File: config.mk
export PLATFORM = sky130hd
export DESIGN_NAME = maxpool_bin_stream
export DESIGN_NICKNAME = d
export VERILOG_FILES = /design/src/rtl/maxpool_bin_stream.sv
export SDC_FILE = /design/constraint.sdc
export NUM_CORES = 1
export LEC_CHECK = 0
export BUFFER_PORTS_ARGS = -buffer_cell sky130_fd_sc_hd__buf_2
export CORE_ASPECT_RATIO = 1.25
export CORE_MARGIN = 2
export CORE_UTILIZATION = 45
export DETAILED_ROUTE_END_ITERATION = 12
export PLACE_DENSITY_LB_ADDON = 0.15
export SLEW_MARGIN = 20
export SYNTH_ARGS = -nofsm -noshare
export SYNTH_HDL_FRONTEND = slang
export SYNTH_SLANG_ARGS = --single-unit
File: constraint.sdc
create_clock -name clk -period 1.6 [get_ports clk]
set_input_delay 0.16 -clock clk [delete_from_list [all_inputs] [get_ports clk]]
set_output_delay 0.16 -clock clk [all_outputs]
set_load 0.01 [all_outputs]
File: src/rtl/maxpool_bin_stream.sv
// Streaming 2x2 stride-2 max-pool for binarized feature maps (1 = +1, 0 = -1).
// Define MAXPOOL_BIN_INV_EN for inverted encoding: the pooling datapath then uses AND instead of OR.
module maxpool_bin_stream #(
    parameter int IMG_W = 8,
    parameter int IMG_H = 8,
    parameter int CH    = 4
) (
    input  logic          clk,
    input  logic          n_rst,
    input  logic          in_valid,
    output logic          in_ready,
    input  logic          in_sof,
    input  logic [CH-1:0] in_data,
    output logic          out_valid,
    input  logic          out_ready,
    output logic [CH-1:0] out_data,
    output logic          out_last
);

    localparam int CW = (IMG_W > 1) ? $clog2(IMG_W) : 1;
    localparam int RW = (IMG_H > 1) ? $clog2(IMG_H) : 1;
    localparam int HW = IMG_W / 2;
    localparam int LW = (HW > 1) ? $clog2(HW) : 1;
    localparam logic [CW-1:0] COL_MAX = CW'(IMG_W - 1);
    localparam logic [RW-1:0] ROW_MAX = RW'(IMG_H - 1);

    // Max of two binarized values under the active encoding.
    function automatic logic [CH-1:0] pool2(input logic [CH-1:0] a, input logic [CH-1:0] b);
`ifdef MAXPOOL_BIN_INV_EN
        return a & b;
`else
        return a | b;
`endif
    endfunction

    logic [CW-1:0] col_r;
    logic [RW-1:0] row_r;
    logic [CH-1:0] hold_r;
    logic [CH-1:0] linebuf_r [HW];
    logic          out_valid_r;
    logic [CH-1:0] out_data_r;
    logic          out_last_r;

    logic          in_ready_s;
    logic          accept_s;
    logic [CW-1:0] eff_col_s;
    logic [RW-1:0] eff_row_s;
    logic [CW-1:0] col_nxt_s;
    logic [RW-1:0] row_nxt_s;
    logic [LW-1:0] lb_idx_s;
    logic          complete_s;
    logic          last_s;

    // Handshake, effective position (sof forces (0,0)) and next counter values.
    always_comb begin
        in_ready_s = ~out_valid_r | out_ready;
        accept_s   = in_valid & in_ready_s;
        eff_col_s  = col_r;
        eff_row_s  = row_r;
        if (in_sof) begin
            eff_col_s = {CW{1'b0}};
            eff_row_s = {RW{1'b0}};
        end else begin
            eff_col_s = col_r;
            eff_row_s = row_r;
        end
        col_nxt_s = eff_col_s + CW'(1);
        row_nxt_s = eff_row_s;
        if (eff_col_s == COL_MAX) begin
            col_nxt_s = {CW{1'b0}};
            if (eff_row_s == ROW_MAX) begin
                row_nxt_s = {RW{1'b0}};
            end else begin
                row_nxt_s = eff_row_s + RW'(1);
            end
        end else begin
            row_nxt_s = eff_row_s;
        end
        lb_idx_s   = LW'(eff_col_s >> 1);
        complete_s = accept_s & eff_row_s[0] & eff_col_s[0];
        last_s     = (eff_row_s == ROW_MAX) && (eff_col_s == COL_MAX);
    end

    // Raster position counters and the even-column pixel holding register.
    always_ff @(posedge clk or negedge n_rst) begin
        if (!n_rst) begin
            col_r  <= {CW{1'b0}};
            row_r  <= {RW{1'b0}};
            hold_r <= {CH{1'b0}};
        end else if (accept_s) begin
            col_r <= col_nxt_s;
            row_r <= row_nxt_s;
            if (!eff_col_s[0]) begin
                hold_r <= in_data;
            end
        end
    end

    // Half-row line buffer of even-row horizontal partial maxima; always written before read.
    always_ff @(posedge clk) begin
        if (accept_s && !eff_row_s[0] && eff_col_s[0]) begin
            linebuf_r[lb_idx_s] <= pool2(hold_r, in_data);
        end
    end

    // Output register: loads on a completed window, clears when drained with nothing new.
    always_ff @(posedge clk or negedge n_rst) begin
        if (!n_rst) begin
            out_valid_r <= 1'b0;
            out_data_r  <= {CH{1'b0}};
            out_last_r  <= 1'b0;
        end else if (complete_s) begin
            out_valid_r <= 1'b1;
            out_data_r  <= pool2(linebuf_r[lb_idx_s], pool2(hold_r, in_data));
            out_last_r  <= last_s;
        end else if (out_valid_r && out_ready) begin
            out_valid_r <= 1'b0;
        end
    end

    assign in_ready  = in_ready_s;
    assign out_valid = out_valid_r;
    assign out_data  = out_data_r;
    assign out_last  = out_last_r;

endmodule

======== After elaboration in Yosys (flattened, before gate mapping) ========
Memory sizes are Yosys's and may differ from the RTL's.
Index checks and enable logic that the tools add are counted.
W data, S select, Z words.
storage, ports and cells
  flip-flop bits (word level) ............. 16
  bits in latches ......................... 0
  bits in writable memories ............... 16
  ROM bits ................................ 0
  input bits .............................. 9
  logic and storage cells ................. 35
  memories kept ........................... 1
operators by class
  $add $sub $neg .......................... 2
  multipliers ............................. 0
  div/mod/pow operators ................... 0
  magnitude comparators ................... 0
  equal/unequal tests ..................... 2
  shift-type cells ........................ 0
  mux-type cells .......................... 9
  bitwise operators ....................... 8
  reduce and logical (&&, ||, !) cells .... 7
memories
  memory     words  bits a word  rd ports  clocked after memory_dff  write ports  line  text
  linebuf_r  4      4            1         0                         1            39    logic [CH-1:0] linebuf_r [HW];
operators with widths
  cell                   count
  $mux W3                5
  $or A4 B4 Y4           2
  $add A3 B1 Y3 const B  2
  $eq A3 B3 Y1 const B   2
  $logic_and A1 B1 Y1    4
  $mux W1                4
  $and A1 B1 Y1          3
  $not A1 Y1             2
  $reduce_and A2 Y1      1
  $reduce_bool A2 Y1     1
  $logic_not A1 Y1       1
  $or A1 B1 Y1           1

======== Depth between registers and ports, before layout ========
Gate-level depths: netlist of the first run.
  word-level depth ........................ 7
  gate-level depth with buffers ........... 7
  depth with buffers taken out ............ 6

======== Least setup slack after synthesis of the first run ========
Ideal clock, no wire load.
  kind .................................... register -> register
  start ................................... register out_valid_r (netlist: out_valid)
  end ..................................... memory linebuf_r[2][0] (enable)
  setup time .............................. 361 ps
  arrival time ............................ 1121 ps
  required time ........................... 1239 ps
  slack ................................... 118 ps
  cell stages (with the launch flop) ...... 5
  period minus slack after synthesis ...... 1482 ps
  cells stage by stage .................... dfrtp_1 nand2b_1 buf_2 nand4_1 nor3_1
on the way
  word-level cells in the longest chain between the ends .. 7
RTL lines
  element                           line  text
  start, declared                   40    logic out_valid_r;
  start signal, assigned            109   out_valid_r <= 1'b0;
  start signal, assigned            113   out_valid_r <= 1'b1;
  start signal, assigned            117   out_valid_r <= 1'b0;
  $not A1 Y1                        56    in_ready_s = ~out_valid_r | out_ready;
  $or A1 B1 Y1                      56
  $and A1 B1 Y1                     57    accept_s = in_valid & in_ready_s;
  $logic_and A1 B1 Y1 (2 in a row)  101   if (accept_s && !eff_row_s[0] && eff_col_s[0]) begin
  $mux W1                           101
  $mux W1 (implied by the code)     102   linebuf_r[lb_idx_s] <= pool2(hold_r, in_data);
  end, declared                     39
No other way between the ends.

======== Worst setup path after layout of the first run ========
  start ................................... register col_r[0]
  end ..................................... register row_r[2]
on the way
  word-level cells in the longest chain between the ends .. 3
RTL lines
  element                 line  text
  start, declared         36    logic [CW-1:0] col_r;
  start signal, assigned  87    col_r <= {CW{1'b0}};
  start signal, assigned  91    col_r <= col_nxt_s;
  $mux W3                 60    if (in_sof) begin
  $eq A3 B3 Y1            69    if (eff_col_s == COL_MAX) begin
  $mux W3                 69
  end signal, assigned    88    row_r <= {RW{1'b0}};
  end signal, assigned    92    row_r <= row_nxt_s;
  end, declared           37    logic [RW-1:0] row_r;
No other way between the ends.
A chain may end at the register's enable or synchronous reset.

==> metrics.yaml, run 1 <==
status: "completed"
antenna_cells: 0
clockRootBuffer: "clkbuf_8"
drt_iter0_markers: 30
ff2ff_setup_slack_ps: 160
syn_area_um2: 1450
powerDensity_nw_per_um2: 1310
grt.total_usage_pct: 17.2
initial_core_util_pct: 46.3
seqPwrFrac_pct: 48.8
first_global_vias: 945
yosys_warnings: 0
die_area_um2: 3700
slew_headroom_pct: 75.1
core_um2: 3140
seq_area_um2: 881
gp_congestion: 0.726
synth_common_cells: "dfrtp_1 (16), edfxtp_1 (16), a21oi_1 (10)"
critPathCaptureType: "flip-flop"
cts_tree: "done"
grt_max_degree: 17
route.detailed.drc: 0
die_height_um: 67.5
synth_compound_area_share_pct: 16.0
cts_post_setup_buffers_inserted: 0
slew_violations: 0
clk_latency_ps: 290
grt-ovfl-total: 0
cap_violations: 0
area_growth_pct: 16.2
wl_um: 2700
hp-class: "in2reg"
yosysTopAreaCell: "edfxtp_1"
synth-simple-area-share_pct: 10.9
synth.avg_cell_area_um2: 12.6
worstMarginPinSlew_ps: 373
cp_slowest_cell: "dfrtp_1"
crit_arrival_ps: 1620
port_buffers: 15
path_clk_slew_ps: 70
grt_pass1_wl_um: 4240
cts_inserted_buffers: 5
cp_data_required_time_ps: 1780
whs_path_depth: 2
synth-main-ff-cell: "edfxtp_1"
num_rows: 23
postSynth.asyncResetShare_pct: 50.0
final_critical_path_setup_slack_ps: 156
p_switching_mw: 0.667
fin_setup_tns_ps: 0
final.period_utilization_pct: 90.3
worstPathCellList: "nand2b_1 > nor2_1 > ha_1 > nor2_1 > nand3b_1 > a32o_1"
synth_top_cells_by_area: "edfxtp_1 (33%), dfrtp_1 (28%), a21oi_1 (3.4%), mux2i_1 (3.4%), mux2_1 (3.1%)"
hpwl_um: 2060
fillers: 265
syn_nets: 126
cts_sinks: 32
preCtsSetupSlack_ps: 155
nets: 150
dr.pass1.iters: 4
comb_power_share_pct: 24.3
critPathLaunchType: "flip-flop"
synthMuxAreaShare_pct: 6.55
max_freq_mhz: 692
antenna_found_initial: 0
multiInputGateArea_um2: 515
finalHoldViolations: 0
p_int_mw: 1.55
vdd_drop_max_v: 0.000789
via_count: 980
cp_max_fo: 6
drive_above_1_share_pct: 26.4
htree_levels: 2
ys_ff_latch: 32
synth-adder-area-share_pct: 1.72
ant_nets: 0
pwr-share-clk_pct: 26.9
post-route-min-period_ps: 1440
leakagePower_nw: 0.661
fp.dieW_um: 54.8
viasPerCell: 5.54
critPathKind: "reg2reg"
io_pins: 16
rsz0062_at_grt: "false"
syn_inst: 115
max_stage_delay_ps: 390
seq_area_frac_synth_pct: 60.6
clk_path_buf_depth: 2
wire_per_inst_um: 15.3
fin_worst_skew_ps: 8.47
synth_xor_area_share_pct: 0
synth_edf_count: 16
cp_common_cell: "nor2_1"
swShare_pct: 30.1
reg2reg_depth: 6
synth_top_family_by_area: "compound AO/OA/AOI/OAI gates"
synth_top_area_share_pct: 33.1
synth_cell_types: 35
setup_violations: 0
-- path summary, 6_finish.rpt --
check | start | end
hold / removal | in_data[2] | hold_r[2]
max in group asynchronous | n_rst | row_r[1]
hold reg to reg | row_r[2] | row_r[2]
min in group asynchronous | n_rst | row_r[0]
setup reg to reg | col_r[0] | row_r[2]
setup / recovery | col_r[0] | row_r[2]
-- repair_timing --
action | CTS | global route
setup endpoints to repair | 0 | 4
hold buffers | 1 | 0
resized for setup | 0 | 1
hold endpoints to repair | 16 | 0
-- registers in the layout, summed over array words and instances (netlist names) --
| signal | cells |
|---|---|
| hold_r | 4 |
| out_data | 4 |
| row_r | 3 |
| linebuf_r | 16 |
| out_last | 1 |
| out_valid | 1 |
| col_r | 3 |
-- worst max-delay path, delay by kind of cell (launching register included) --
kind | cells | cell delay [ps]
adders and majority gates | 1 | 270
DFF | 1 | 390
AOI/OAI and AO/OA | 1 | 200
and+or+nand+nor | 4 | 480
-- cell type report --
class / instances / area share [%]
Clock buffer: 6 / 4.30
Clock inverter: 2 / 0.741
Inverter: 4 / 0.890
Multi-Input combinational cell: 72 / 30.5
Sequential cell: 32 / 52.2
Tap cell: 37 / 2.74
Timing Repair Buffer: 24 / 8.60
-- per-layer routing --
layer / part of all wire (%) / routed length [um] / global-route usage (%) / vias to the layer above
li1: - / - / - / 482
met1: 42 / 1150 / 19.4 / 476
met2: 52 / 1390 / 28.1 / 16
met3: 3.7 / 99 / 5.31 / 6
met4: 2.3 / 62 / 9.38 / 0
met5: 0 / 0 / 0 / -
-- cells by family (layout without fill, tap and decap cells) --
family / after synthesis / in the layout
buf+inv: 11 / 36
compound gates: 33 / 33
flops: 32 / 32
simple gates: 28 / 28
mux: 9 / 9
fa+ha+maj: 2 / 2
-- power by group through the flow --
stage / combinational [mW] / sequential, mW / clock, mW
floorplan: 0.324 / 1.13 / 0
global placement: 0.536 / 1.09 / 0
detailed placement: 0.542 / 1.10 / 0
CTS: 0.544 / 1.08 / 0.614
global route: 0.602 / 1.10 / 0.632
finish: 0.538 / 1.08 / 0.596
-- cells in the final DEF (no fill, tap or decap), types with 2 or more instances in the layout --
master / count
dfrtp_1: 16
edfxtp_1: 16
buf_2: 15
a21oi_1: 10
buf_4: 8
a31oi_1: 7
mux2i_1: 5
clkbuf_8: 5
or2_2: 4
inv_1: 4
nor2_1: 4
mux2_1: 4
a211o_1: 4
nor3_1: 3
nand2_1: 3
nand2b_1: 2
nor2b_1: 2
and3b_1: 2
o211ai_1: 2
nand3_1: 2
a31oi_2: 2
ha_1: 2
-- per-stage QoR --
stage	instances	area (um^2)	total power, mW	utilization [%]	hold slack (ps)
after floorplan	115	1450	1.45	-	-136
after global placement	168	1590	1.63	50.6	92.7
after detailed placement	168	1590	1.64	50.6	97.2
after CTS	177	1680	2.24	53.6	89.6
after global routing	177	1690	2.33	53.8	101
final	177	1690	2.21	53.8	98.4
Power figures use the tool's default switching activity.
==> inputs of run 2 (changes only) <==
Settings changed: CELL_PAD_IN_SITES_DETAIL_PLACEMENT set to 1, CELL_PAD_IN_SITES_GLOBAL_PLACEMENT set to 1.
==> metrics.yaml, run 2 (synthesized netlist as in run 1, its figures left out) <==
largest_reg_flops: 16  # unchanged
final.period_utilization_pct: 91.8  # was 90.3%
path_clk_slew_ps: 70  # about the same
ant_nets: 0  # unchanged
num_rows: 23  # unchanged
route.detailed.drc: 0  # unchanged
post-route-min-period_ps: 1470  # was 1440 ps
cts_inserted_buffers: 5  # unchanged
clockRootBuffer: "clkbuf_8"  # unchanged
core_um2: 3140  # unchanged
cp_max_fo: 6  # unchanged
cap_violations: 0  # unchanged
status: "completed"  # unchanged
hpwl_um: 2370  # was 2060 um
final_cell_mix: "edfxtp_1 (16), dfrtp_1 (15), buf_2 (15), a21oi_1 (10), buf_4 (10)"  # was dfrtp_1 (16), edfxtp_1 (16), buf_2 (15), a21oi_1 (10), buf_4 (8)
final_util_pct: 55.5  # was 53.8%
drt_iter0_markers: 7  # was 30
nets: 152  # was 150
slew_violations: 0  # unchanged
critPathKind: "reg2reg"  # unchanged
wire_per_inst_um: 17.9  # was 15.3 um
wl_um: 3210  # was 2700 um
cp_common_cell: "nor2_1"  # unchanged
antenna_found_initial: 0  # unchanged
critPathLaunchType: "flip-flop"  # unchanged
clk_path_buf_depth: 2  # unchanged
slew_headroom_pct: 73.4  # was 75.1%
grt_pass1_wl_um: 5350  # was 4240 um
cp_slowest_cell: "dfrtp_2"  # was dfrtp_1
leakagePower_nw: 0.682  # was 0.661 nW
grt.total_usage_pct: 21.4  # was 17.2%
crit_buf_inv: 0  # unchanged
hp-class: "in2reg"  # unchanged
first_global_vias: 1058  # was 945
initial_core_util_pct: 46.3  # unchanged
powerDensity_nw_per_um2: 1380  # was 1310 nW/um^2
setup_violations: 0  # unchanged
vdd_drop_max_v: 0.000927  # was 0.000789 V
grt-ovfl-total: 0  # unchanged
cts_sinks: 32  # unchanged
rsz0062_at_grt: "false"  # unchanged
use_met2_pct: 33.8  # was 28.1%
worstPathCellList: "nand2b_1 > nor2_1 > ha_2 > nor2_1 > nand3b_1 > a32o_1"  # was nand2b_1 > nor2_1 > ha_1 > nor2_1 > nand3b_1 > a32o_1
grt_max_degree: 17  # unchanged
drive_above_1_share_pct: 30.3  # was 26.4%
port_buffers: 15  # unchanged
cp_data_required_time_ps: 1770  # was 1780 ps
crit_arrival_ps: 1640  # was 1620 ps
layout_commonest_cell: "edfxtp_1"
clk_latency_ps: 290  # about the same
fin_worst_skew_ps: 5.39  # was 8.47 ps
fp.dieW_um: 54.8  # unchanged
dr.pass1.iters: 4  # unchanged
critPathCaptureType: "flip-flop"  # unchanged
die_height_um: 67.5  # unchanged
finalHoldViolations: 0  # unchanged
max_stage_delay_ps: 400  # was 390 ps
worstMarginPinSlew_ps: 399  # was 373 ps
area_growth_pct: 19.8  # was 16.2%
via_count: 1023  # was 980
fin_setup_tns_ps: 0  # unchanged
gr-usage-met3_pct: 6.19  # was 5.31%
io_pins: 16  # unchanged
max_freq_mhz: 681  # was 692 MHz
cts_tree: "done"  # unchanged
holdWs_ps: 99.6  # was 98.4 ps
grt_util_met1_pct: 26.5  # was 19.4%
die_area_um2: 3700  # unchanged
viasPerCell: 5.72  # was 5.54
top_register: "linebuf_r"  # unchanged
htree_levels: 2  # unchanged
cp_top_family: "simple AND/OR/NAND/NOR gates"  # unchanged
gp_congestion: 0.756  # was 0.726
antenna_cells: 0  # unchanged
total_power_mw: 2.41  # was 2.21 mW
top_usage_layer: "met2"  # unchanged
run 2: cell count changes in the layout (fill, tap and decap cells not counted), moves of 2 or more:
cell,change
clkinv_1,+2
nor3_2,+2
buf_4,+2
nor3_1,-2
run 2: worst register-to-register path, cell delays in order, from the launching register on:
cell and delay (ps):
dfrtp_2 400, nand2b_1 140, nor2_1 140, ha_2 250, nor2_1 80, nand3b_1 150, a32o_1 200
run 2: layer usage:
| layer | wire length [um] | vias up |
|---|---|---|
| met1 | 1370 | 514 |
| met3 | 115 | 7 |
| met4 | 85 | 0 |
| met5 | 0 | - |
| li1 | - | 482 |
| met2 | 1640 | 20 |
run 2: per-stage QoR:
stage          area (um^2)  std cells  setup WS [ps]
2_1_floorplan         1450        115            118
3_3_place_gp          1600        169            130
3_5_place_dp          1600        169           94.1
4_1_cts               1710        178           59.6
5_1_grt               1740        179           25.6
6_report              1740        179            131
run 2: what timing repair did:
action / in CTS / in global routing
endpoints found under the setup margin: 0 / 18
gates resized for setup: 0 / 6
setup buffers: 0 / 1
endpoints found under the hold margin: 16 / 0
hold buffers: 1 / 0
run 2: path summary, 6_finish.rpt:
| check | startpoint | to | slack (ps) | depth (start not counted) |
|---|---|---|---|---|
| max | col_r[0] | row_r[2] | 130 | 6 |
| min | in_data[3] | hold_r[3] | 100 | 2 |
| max reg2reg | col_r[0] | row_r[2] | 130 | 6 |
| min reg2reg | hold_r[3] | hold_r[3] | 500 | 1 |
| max in group asynchronous | n_rst | col_r[0] | 960 | 2 |
| min in group asynchronous | n_rst | out_data[1] | 330 | 2 |
run 2: where the power goes:
| group | total [mW] | internal, mW | leakage [nW] | switching, mW |
|---|---|---|---|---|
| registers | 1.09 | 1.01 | 0.332 | 0.0742 |
| clock network | 0.751 | 0.453 | 0.0532 | 0.298 |
| logic | 0.567 | 0.240 | 0.296 | 0.327 |
| total | 2.41 | 1.71 | 0.682 | 0.699 |
run 2: area by class of cell:
| class | count | area [um^2] |
|---|---|---|
| Sequential cell | 32 | 882 |
| Timing Repair Buffer | 26 | 160 |
| Clock inverter | 3 | 37.5 |
| Inverter | 4 | 15.0 |
| Clock buffer | 5 | 68.8 |
| Fill cell | 342 | 1400 |
| Multi-Input combinational cell | 72 | 531 |
| Tap cell | 37 | 46.3 |
==> inputs of run 3 (changes only) <==
Clock period 1.6 ns to 1.8 ns, I/O delays scaled along.
==> metrics.yaml, run 3 (synthesized netlist as in run 1, its figures left out) <==
worstPathCellList: "nor2b_1 > nand4_1 > nor3_1 > buf_4"  # was nand2b_1 > nor2_1 > ha_2 > nor2_1 > nand3b_1 > a32o_1
first_global_vias: 1100  # was 1058
die_height_um: 67.5  # unchanged
max_freq_mhz: 647  # was 681 MHz
grt_max_degree: 17  # unchanged
die_area_um2: 3700  # unchanged
clk_path_buf_depth: 2  # unchanged
viasPerCell: 5.68  # was 5.72
wire_per_inst_um: 17.6  # was 17.9 um
cp_max_fo: 5  # was 6
fin_worst_skew_ps: 8.37  # was 5.39 ps
initial_core_util_pct: 46.3  # unchanged
cap_violations: 0  # unchanged
finalHoldViolations: 0  # unchanged
port_buffers: 15  # unchanged
wl_um: 3090  # was 3210 um
antenna_found_initial: 0  # unchanged
cp_top_family: "simple AND/OR/NAND/NOR gates"  # unchanged
path_clk_slew_ps: 70  # about the same
fillers: 325  # was 342
cp_slowest_cell: "dfrtp_1"  # was dfrtp_2
largest_reg_flops: 16  # unchanged
hpwl_um: 2360  # was 2370 um
critPathLaunchType: "flip-flop"  # unchanged
gp_congestion: 0.813  # was 0.756
grt_pass1_wl_um: 5220  # was 5350 um
io_pins: 16  # unchanged
htree_levels: 2  # unchanged
slew_violations: 0  # unchanged
fp.dieW_um: 54.8  # unchanged
cts_post_setup_buffers_inserted: 0  # unchanged
drt_iter0_markers: 8  # was 7
nets: 149  # was 152
clk_latency_ps: 280  # was 290 ps
crit_buf_inv: 1  # was 0
layout.cells.non_filler: 176  # was 179
cts_tree: "done"  # unchanged
setup_violations: 0  # unchanged
grt-ovfl-total: 0  # unchanged
max_stage_delay_ps: 420  # was 400 ps
num_rows: 23  # unchanged
clockRootBuffer: "clkbuf_8"  # unchanged
cts_sinks: 32  # unchanged
critPathKind: "reg2reg"  # unchanged
hp-class: "in2reg"  # unchanged
powerDensity_nw_per_um2: 1250  # was 1380 nW/um^2
postCtsResizedCells: 0  # unchanged
area_growth_pct: 16.9  # was 19.8%
top_register: "linebuf_r"  # unchanged
vdd_drop_max_v: 0.000985  # was 0.000927 V
grt.total_usage_pct: 20.6  # was 21.4%
slew_headroom_pct: 73.5  # was 73.4%
critPathCaptureType: "flip-flop"  # unchanged
dp_cells: 167  # was 169
cts_inserted_buffers: 5  # unchanged
cp_data_required_time_ps: 1790  # was 1770 ps
drive_above_1_share_pct: 25.2  # was 30.3%
rsz0062_at_grt: "false"  # unchanged
final.period_utilization_pct: 85.8  # was 91.8%
fin_setup_tns_ps: 0  # unchanged
post-route-min-period_ps: 1540  # was 1470 ps
via_count: 999  # was 1023
final_util_pct: 54.1  # was 55.5%
placedInstanceArea_um2: 1580  # was 1600 um^2
crit_arrival_ps: 1540  # was 1640 ps
status: "completed"  # unchanged
final_cell_mix: "dfrtp_1 (16), edfxtp_1 (16), buf_2 (15), a21oi_1 (10)"  # was edfxtp_1 (16), dfrtp_1 (15), buf_2 (15), a21oi_1 (10), buf_4 (10)
leakagePower_nw: 0.667  # was 0.682 nW
antenna_cells: 0  # unchanged
core_um2: 3140  # unchanged
ant_nets: 0  # unchanged
worstMarginPinSlew_ps: 398  # was 399 ps
route.detailed.drc: 0  # unchanged
dr.pass1.iters: 4  # unchanged
design_area_um2: 1700  # was 1740 um^2
[run 3: cell types whose count changed in the layout (fill, tap and decap cells not counted)]
| cell | before | now |
|---|---|---|
| ha_1 | 1 | 2 |
| clkinv_1 | 2 | 0 |
| clkbuf_1 | 0 | 1 |
| ha_2 | 1 | 0 |
| dfrtp_1 | 15 | 16 |
| clkinv_2 | 0 | 1 |
| nor3_2 | 3 | 0 |
| nor2b_1 | 1 | 2 |
| nor2b_2 | 1 | 0 |
| buf_4 | 10 | 7 |
| nor3_1 | 1 | 4 |
| dfrtp_2 | 1 | 0 |
[run 3: final cells by class]
class / count / area (um^2) / share of cell area (%)
multi-input cells: 72 / 510 / 30.1
clock buffers: 6 / 72.6 / 4.27
inverters: 4 / 15.0 / 0.884
well taps: 37 / 46.3 / 2.73
flip-flops and latches: 32 / 881 / 51.9
repair buffers: 23 / 138 / 8.11
clock inverters: 2 / 35.0 / 2.06
[run 3: what timing repair did]
item                                   CTS  global route
hold buffers                             1             0
endpoints found under the hold margin   16             0
setup endpoints to repair                0             0
[run 3: stage by stage]
stage | hold WS (ps) | setup slack (ps) | total power [mW]
final | 125 | 256 | 2.12
after global routing | 119 | 83.1 | 2.25
after CTS | 118 | 239 | 2.14
after detailed placement | 131 | 203 | 1.47
after global placement | 118 | 328 | 1.44
after floorplan | -116 | 318 | 1.29
[run 3: worst paths after layout]
path,from,end,slack (ps),cells after the start
max,col_r[0],linebuf_r[3][0],260,4
min,in_data[2],hold_r[2],120,2
max reg2reg,col_r[0],linebuf_r[3][0],260,4
min reg2reg,hold_r[2],hold_r[2],490,1
max in group asynchronous,n_rst,hold_r[2],1160,2
min in group asynchronous,n_rst,out_valid,350,2
[run 3: routing by layer]
metal	up-vias	GRT usage [%]	share of wire, %
met5	-	0	0
met2	19	35.0	54
met4	0	8.44	1.7
li1	476	-	-
met3	5	7.96	4.1
met1	499	22.3	40
[run 3: where the power goes]
| part | internal, mW | switching, mW | total, mW |
|---|---|---|---|
| registers | 0.900 | 0.0628 | 0.963 |
| clock network | 0.410 | 0.263 | 0.673 |
| logic | 0.204 | 0.279 | 0.483 |
| total | 1.51 | 0.605 | 2.12 |
